[src/rtl/lc3b_types.sv]
// Shared LC-3b types and the DE/AGEX interlock state encoding.
package lc3b_types;

  typedef logic [15:0] lc3b_word;
  typedef logic [2:0]  lc3b_nzp;
  typedef logic [19:0] lc3b_twenty;

  localparam int unsigned NUM_REGS_DEFAULT = 8;

  typedef enum logic [1:0] {
    RUN       = 2'd0,
    DEP_STALL = 2'd1,
    MEM_STALL = 2'd2,
    FLUSH     = 2'd3
  } agex_state_e;

endpackage

[src/rtl/de_agex_ctrl_scoreboard.sv]
// Per-register pending-write counters: netted inc/dec/flush-decrement updates
// clamped to 0..3, plus the source-busy lookup used for the RAW hazard.
module de_agex_ctrl_scoreboard
  import lc3b_types::*;
#(
  parameter int unsigned NUM_REGS = NUM_REGS_DEFAULT
) (
  input  logic    clk,
  input  logic    reset_n,
  input  logic    i_inc_en,
  input  lc3b_nzp i_inc_id,
  input  logic    i_dec_en,
  input  lc3b_nzp i_dec_id,
  input  logic    i_fdec_en,
  input  lc3b_nzp i_fdec_id,
  input  logic    i_src1_used,
  input  lc3b_nzp i_src1,
  input  logic    i_src2_used,
  input  lc3b_nzp i_src2,
  output logic    o_src_busy
);

  logic [1:0] r_pend     [NUM_REGS];
  logic [2:0] w_up_sum   [NUM_REGS];
  logic [2:0] w_dn       [NUM_REGS];
  logic [2:0] w_net      [NUM_REGS];
  logic [1:0] w_pend_nxt [NUM_REGS];

  // Net all same-cycle updates to a register before clamping to 0..3.
  always_comb begin
    for (int r = 0; r < int'(NUM_REGS); r++) begin
      w_up_sum[r] = {1'b0, r_pend[r]} + {2'b00, (i_inc_en && (i_inc_id == lc3b_nzp'(r)))};
      w_dn[r]     = {2'b00, (i_dec_en && (i_dec_id == lc3b_nzp'(r)))}
                  + {2'b00, (i_fdec_en && (i_fdec_id == lc3b_nzp'(r)))};
      w_net[r]    = w_up_sum[r] - w_dn[r];
      if (w_up_sum[r] < w_dn[r]) begin
        w_pend_nxt[r] = 2'd0;
      end else if (w_net[r] > 3'd3) begin
        w_pend_nxt[r] = 2'd3;
      end else begin
        w_pend_nxt[r] = w_net[r][1:0];
      end
    end
  end

  // NOTE: this array is tiny control state whose zero value is architecturally
  // meaningful, so unlike a RAM it is cleared by reset.
  always_ff @(posedge clk) begin
    if (!reset_n) begin
      for (int r = 0; r < int'(NUM_REGS); r++) r_pend[r] <= 2'd0;
    end else begin
      for (int r = 0; r < int'(NUM_REGS); r++) r_pend[r] <= w_pend_nxt[r];
    end
  end

  assign o_src_busy = (i_src1_used && (r_pend[i_src1] != 2'd0))
                   || (i_src2_used && (r_pend[i_src2] != 2'd0));

endmodule

[src/rtl/de_agex_ctrl.sv]
// DE->AGEX pipeline-latch control: flush > mem-stall > RAW hazard > run,
// with a one-cycle post-flush bubble and a saturating dependency-stall counter.
module de_agex_ctrl
  import lc3b_types::*;
#(
  parameter int unsigned NUM_REGS = NUM_REGS_DEFAULT
) (
  input  logic        clk,
  input  logic        reset_n,
  input  logic        de_v,
  input  logic        de_sr1_used,
  input  logic        de_sr2_used,
  input  logic        de_ld_reg,
  input  lc3b_nzp     de_sr1,
  input  lc3b_nzp     de_sr2,
  input  lc3b_nzp     de_drid,
  input  logic        mem_stall,
  input  logic        br_flush,
  input  logic        sr_v,
  input  logic        sr_ld_reg,
  input  lc3b_nzp     sr_drid,
  output logic        load_agex,
  output logic        agex_bubble,
  output logic        agex_v,
  output logic        load_de,
  output logic        dep_stall,
  output logic [15:0] dep_stall_cnt
);

  agex_state_e r_state;
  agex_state_e w_state_nxt;
  logic        w_src_busy;
  logic        w_hazard;
  logic        r_agex_v;
  logic        r_agex_ld_q;
  lc3b_nzp     r_agex_drid_q;
  logic [15:0] r_dep_stall_cnt;

  assign w_hazard = de_v & w_src_busy;

  // NOTE: sequential state uses non-blocking assignments so every register
  // samples pre-edge values regardless of process ordering.
  always_ff @(posedge clk) begin
    if (!reset_n) r_state <= RUN;
    else          r_state <= w_state_nxt;
  end

  always_comb begin
    if (br_flush)       w_state_nxt = FLUSH;
    else if (mem_stall) w_state_nxt = MEM_STALL;
    else if (w_hazard)  w_state_nxt = DEP_STALL;
    else                w_state_nxt = RUN;
  end

  // NOTE: every output is defaulted before the priority chain so no path can
  // leave one unassigned and infer a latch; the defaults are the reset values.
  always_comb begin
    load_agex   = 1'b1;
    agex_bubble = 1'b1;
    load_de     = 1'b0;
    dep_stall   = 1'b0;
    if (reset_n) begin
      if (br_flush) begin
        load_de = 1'b1;
      end else if (mem_stall) begin
        load_agex = 1'b0;
      end else if (w_hazard) begin
        dep_stall = 1'b1;
      end else if (r_state == FLUSH) begin
        load_de = 1'b1;
      end else begin
        agex_bubble = ~de_v;
        load_de     = 1'b1;
      end
    end
  end

  // A bubble entering AGEX carries no valid instruction and no pending write.
  always_ff @(posedge clk) begin
    if (!reset_n) begin
      r_agex_v        <= 1'b0;
      r_agex_ld_q     <= 1'b0;
      r_agex_drid_q   <= '0;
      r_dep_stall_cnt <= '0;
    end else begin
      if (load_agex) begin
        r_agex_v      <= ~agex_bubble;
        r_agex_ld_q   <= ~agex_bubble & de_ld_reg;
        r_agex_drid_q <= de_drid;
      end
      if (dep_stall && (r_dep_stall_cnt != 16'hFFFF)) begin
        r_dep_stall_cnt <= r_dep_stall_cnt + 16'd1;
      end
    end
  end

  assign agex_v        = r_agex_v;
  assign dep_stall_cnt = r_dep_stall_cnt;

  de_agex_ctrl_scoreboard #(
    .NUM_REGS (NUM_REGS)
  ) u_sb (
    .clk         (clk),
    .reset_n     (reset_n),
    .i_inc_en    (load_agex & ~agex_bubble & de_ld_reg),
    .i_inc_id    (de_drid),
    .i_dec_en    (sr_v & sr_ld_reg),
    .i_dec_id    (sr_drid),
    .i_fdec_en   (br_flush & r_agex_v & r_agex_ld_q),
    .i_fdec_id   (r_agex_drid_q),
    .i_src1_used (de_sr1_used),
    .i_src1      (de_sr1),
    .i_src2_used (de_sr2_used),
    .i_src2      (de_sr2),
    .o_src_busy  (w_src_busy)
  );

endmodule

[config.mk]
export PLATFORM = sky130hd
export DESIGN_NAME = de_agex_ctrl
export DESIGN_NICKNAME = d
export VERILOG_FILES = /design/src/rtl/lc3b_types.sv /design/src/rtl/de_agex_ctrl_scoreboard.sv /design/src/rtl/de_agex_ctrl.sv
export SDC_FILE = /design/constraint.sdc
export NUM_CORES = 1
export LEC_CHECK = 0
export ABC_AREA = 0
export CAP_MARGIN = 20
export CORE_ASPECT_RATIO = 0.7
export CORE_UTILIZATION = 35
export DETAILED_ROUTE_END_ITERATION = 16
export GPL_TIMING_DRIVEN = 0
export PLACE_DENSITY = 0.56
export SYNTH_ARGS = -nofsm -noshare
export SYNTH_HDL_FRONTEND = slang
export SYNTH_SLANG_ARGS = --single-unit
[constraint.sdc]
create_clock -name clk -period 3.3 [get_ports clk]
set_clock_uncertainty 0.2 [all_clocks]
set_input_delay 0.66 -clock clk [delete_from_list [all_inputs] [get_ports clk]]
set_output_delay 0.66 -clock clk [all_outputs]
set_load 0.1 [all_outputs]
# After elaboration in Yosys (flattened, before gate mapping)
# Memories as Yosys holds them, arrays and structs flattened.
# Index checks and enable logic that the tools add are counted.
# op_classes
n_mux	45
bitwise	17
n_addsub	25
reduce_logical	33
n_lt_le_gt_ge	16
n_eq_ne	23
# ops
op	n
$mux 2	26
$eq 3x3->1 const B	12
$logic_and 1x1->1	27
$add 2x1->3	8
$gt 3x2->1 const B	8
$lt 3x3->1	8
$sub 3x3->3	8
$mux 1	19
$eq 3x2->1 const B	6
$add 1x1->2	8
$add 16x1->16 const B	1
$ne 16x16->1 const B	1
$eq 3x1->1 const B	3
$logic_not 3->1	3
$or 1x1->1	8
$and 1x1->1	7
$reduce_bool 2->1	2
$eq 2x2->1 const B	1
$not 1->1	2
$logic_or 1x1->1	1
# word_totals
mem_bits_rw	16
reg_bits	23
input_bits	22
wordCells	165
output_inout_bits	21
mem_count	1
# mem_list
memory	words	word_bits	rd	rd_clocked_by_memory_dff	wr	line_no	text
u_sb.r_pend	8	2	10	0	8	de_agex_ctrl_scoreboard.sv:23	logic [1:0] r_pend [NUM_REGS];

# Longest topological paths before layout
# An unclocked memory read counts as a cell.
# depth
ltp_word	19
mapped_depth	14
mapped_depth_nobuf	12

# By module
# A second synthesis with hierarchy kept.
# unflattened
cells_unflattened	342
area_unflattened_um2	2949.1
# by_module_without_submodules
mod	cells_per_inst	area_each_um2	n_inst	seq_area_each_um2
de_agex_ctrl_scoreboard	208	1781.7	1	320.3
de_agex_ctrl	134	1167.4	1	460.4

# Worst setup path after synthesis
# Ideal clock, no wire load.
# synth_path
path_type	input to register
startpoint	in de_sr2[1]
endpoint	mem u_sb.r_pend[6][0]
t_required_ns	3.030
slack_ns	-0.455
setup_time_ns	0.070
cell_stages	14
n_path_buf	2
arrival_ns	3.485
path_cell_list	clkbuf_2 nor4b_1 a311oi_1 a22oi_1 o311a_2 buf_6 nand2_2 nor4_1 ha_1 inv_1 fa_1 o31ai_1 nand2_1 a21oi_1
# synth_rtl
element	line_no	text
start: declaration	de_agex_ctrl.sv:15	input lc3b_nzp de_sr2,
end: declaration	de_agex_ctrl_scoreboard.sv:23	

==> impl_metrics.csv <==
group,metric,value,unit
run_status,outcome,"finished, final reports clean",
drt,vias_per_cell,5.44,
timing,max_freq,305,MHz
setup_path,critical_path.slowest_cell,"fa_1",
setup_path,rr_startpoint,"u_sb.r_pend[1][1]",
die,start_util,36.7,%
timing,finalSetupTns,0,ns
setup_path,cp-start-kind,"input port",
synth,syn_area_per_cell,8.63,um^2
hold_path,min_path_cells,2,
synth,yosys.area.top_type,"dfxtp_1",
die,io_pins,43,
global_routing,grt-ovfl-total,0,
die,dieArea,8730,um^2
clocking,cts_tree,"yes",
setup_path,crit_buf_inv,3,
clocking,ctsHoldBuffers,0,
place,place_congestion,0.835,
synth,synth_top_area_share,26.7,%
synth,ys_types,46,
clocking,insertion_delay,0.29,ns
place,pre_cts_slack,-1.16,ns
drt,drtPass1Iterations,5,
timing,setup_violations,0,
drt,avgRoutedWirePerCell,16.3,um
synth,synth_edf_count,0,
finish,nNetsFinal,465,
hold_path,holdCritStartpoint,"r_agex_drid_q[2]",
global_routing,grt_max_degree,13,
place,dp_hpwl,6.00,mm
finish,fin_area,4030,um^2
global_routing,grt_pass1_vias,2542,
synth,synth-seq-area-share,26.7,%
drt,vias,2700,
setup_path,critPathTopFamily,"adder cells",
setup_path,end_kind,"register",
synth,ys_async_sr_fraction,0,%
drt,postRouteAntennaNets,0,
clocking,cts.clk_slew.worst_paths,0.06,ns
timing,fin_crit_sh,99.4,%
synth,ys_seq_elements,39,
clocking,cts_max_path_buffers,2,
power_and_ir_drop,p_leak,1.50,nW
setup_path,worst_r2r_endpoint,"u_sb.r_pend[0][0]",
finish,synthToLayoutAreaGrowth,37.9,%
setup_path,ff2ff_path_depth,13,
setup_path,worstSetupPathType,"in -> reg",
drt,drc_errors,0,
timing,setup_slack,0.0202,ns
clocking,cts_max_level,2,
setup_path,reg2reg_slack,0.12,ns
setup_path,cp.required,3.28,ns
drt,wl,8.07,mm
synth,synthTopCellsByArea,"dfxtp_1, ha_1, fa_1",
die,coreArea,7970,um^2
setup_path,cp_max_fo,5,
synth,synth_ff_type,"dfxtp_1",
global_routing,grtUsageTotal,19.6,%
die,rows,27,
timing,min_period,3.28,ns
clocking,cts.sinks,39,
synth,syn_inst,339,
die,die_x,111,um
setup_path,crit_chain,"buf_12, nor4_4, nor4b_2, a22oi_2, o311a_4, buf_8, nand2_8, nor4_2, ha_2, inv_1, ha_1, fa_1, xnor2_1, a21oi_1",
synth,yosysWarnings,0,
power_and_ir_drop,ir_drop,0.179,mV
setup_path,cp_slowest_stage_delay,0.38,ns
setup_path,cp.arrival,3.26,ns
timing,hold_viol,0,
power_and_ir_drop,p_per_area,328,nW/um^2
clocking,cts_buffers,5,
finish,antenna_cells,0,
timing,slew_headroom,34.7,%
flow_run,cap_viol_max_count,0,
synth,synth_nets,410,
synth,syn-cell-area,2930,um^2
place,port_buffers,40,
global_routing,grt_pass1_wl,13.3,mm
finish,drive_gt1_share,19.5,%
drt,drtIter0Drc,148,
hold_path,hp-class,"reg -> reg",
timing,maxSlewViolCount,0,
timing,worst_pin_slew,0.977,ns
die,die_y,78.5,um
clocking,cts-root-buf,"clkbuf_16",
place,dpl_cell_area,3510,um^2
global_routing,grt_antenna_before_repair,0,
timing,rsz0062_at_grt,"true",
hold_path,worstHoldEndpoint,"r_agex_drid_q[2]",
power_and_ir_drop,finalPower,1.32,mW
==> worst max-delay path by stage <==
stage,end,depth (start not counted),slack (ns),start
2_1_floorplan,u_sb.r_pend[0][0],14,-0.12,de_sr2[1]
3_3_place_gp,load_de,7,-1.63,de_sr2[0]
3_5_place_dp,load_de,9,-1.16,de_sr1[0]
4_1_cts,u_sb.r_pend[0][0],14,0.003,de_sr1[0]
5_1_grt,u_sb.r_pend[0][1],14,-0.15,de_sr2[0]
6_report,u_sb.r_pend[0][0],14,0.02,de_sr1[1]
==> synth_stat cells, drive strengths merged, types with 3 or more instances <==
| library cell | instances |
|---|---|
| nor4 | 7 |
| nor3 | 14 |
| buf | 3 |
| xnor2 | 8 |
| nor4b | 5 |
| nand2b | 8 |
| or4 | 5 |
| nand4 | 4 |
| nor3b | 3 |
| o31ai | 14 |
| o41ai | 3 |
| nand3 | 11 |
| inv | 37 |
| nand2 | 34 |
| fa | 16 |
| ha | 33 |
| o21ai | 5 |
| mux2i | 6 |
| and3 | 4 |
| nor2 | 23 |
| clkbuf | 6 |
| o311ai | 4 |
| dfxtp | 39 |
| a21oi | 27 |
==> metrics by stage <==
step | cells | hold slack (ns) | utilization (%)
4_1_cts | 495 | 0.291 | 48.7
3_3_place_gp | 480 | 0.274 | 44.0
3_5_place_dp | 481 | 0.281 | 44.1
6_report | 496 | 0.287 | 50.6
2_1_floorplan | 339 | 0.238 | -
5_1_grt | 496 | 0.324 | 50.6
==> final cells by class <==
| class | instances | area (um^2) |
|---|---|---|
| plain buffers | 9 | 56.3 |
| clock buffers | 6 | 139 |
| clock inverters | 2 | 35.0 |
| fillers | 748 | 3940 |
| inverters | 37 | 139 |
| multi-input cells | 255 | 2290 |
| flip-flops and latches | 39 | 781 |
| well taps | 101 | 126 |
| repair buffers | 47 | 467 |
==> tightest hold or removal path, stage by stage, from the launching register on <==
cell and delay (ns):
dfxtp_1 0.32, nand2_1 0.05, o21ai_0 0.07
==> where the power goes <==
| part | internal (mW) | leakage, nW | switching, mW |
|---|---|---|---|
| combinational | 0.0946 | 1.10 | 0.141 |
| clock | 0.376 | 0.0868 | 0.210 |
| sequential | 0.485 | 0.317 | 0.0171 |
==> routing by layer <==
layer  part of all wire [%]  up-vias  wire, um  global-route usage [%]
li1                       -     1327         -                       -
met1                     51     1292      4100                    29.1
met2                     42       73      3410                    28.9
met3                    5.9        8       476                    3.63
met4                    1.1        0        89                    5.14
met5                      0        -         0                       0
==> registers in the layout, indices dropped and copies added, names as in the netlist <==
| register | count |
|---|---|
| u_sb.r_pend | 16 |
| agex_v | 1 |
| r_state | 2 |
| r_agex_drid_q | 3 |
| dep_stall_cnt | 16 |
| r_agex_ld_q | 1 |
==> cells in the final DEF, fill, tap and decap left out, types with 5 or more instances in the layout <==
cell | synthesis | routed
fa_1 | 16 | 15
dlygate4sd2_1 | 0 | 5
nand2b_1 | 8 | 8
inv_1 | 37 | 36
buf_4 | 0 | 6
clkbuf_1 | 5 | 5
ha_1 | 33 | 26
nand2_1 | 33 | 32
o21ai_0 | 5 | 5
nor3_1 | 14 | 10
or4_1 | 5 | 5
dfxtp_1 | 39 | 39
a21oi_2 | 0 | 9
nor2_1 | 23 | 22
a21oi_1 | 27 | 17
o31ai_1 | 14 | 10
mux2i_1 | 6 | 6
ha_2 | 0 | 7
nand3_1 | 10 | 10
clkdlybuf4s50_1 | 0 | 26
clkbuf_16 | 0 | 5
==> kinds of logic (layout without fill, tap and decap cells) <==
kind of cell    count (synthesis)  in the layout  synth area share [%]
xor+xnor                        8              8                  2.40
mux                             6              6                  2.05
flops                          39             39                  26.7
compound gates                 64             64                  14.3
buf+inv                        46            101                  6.24
simple gates                  127            128                  23.2
fa+ha+maj                      49             49                  25.1
==> repair_timing <==
item / CTS / global route
buffers inserted: 5 / 1
gates cloned: 1 / 0
resized for setup: 68 / 34
setup endpoints to repair: 20 / 17
pin swaps: 18 / 9
(Power assumes the default switching activity.)
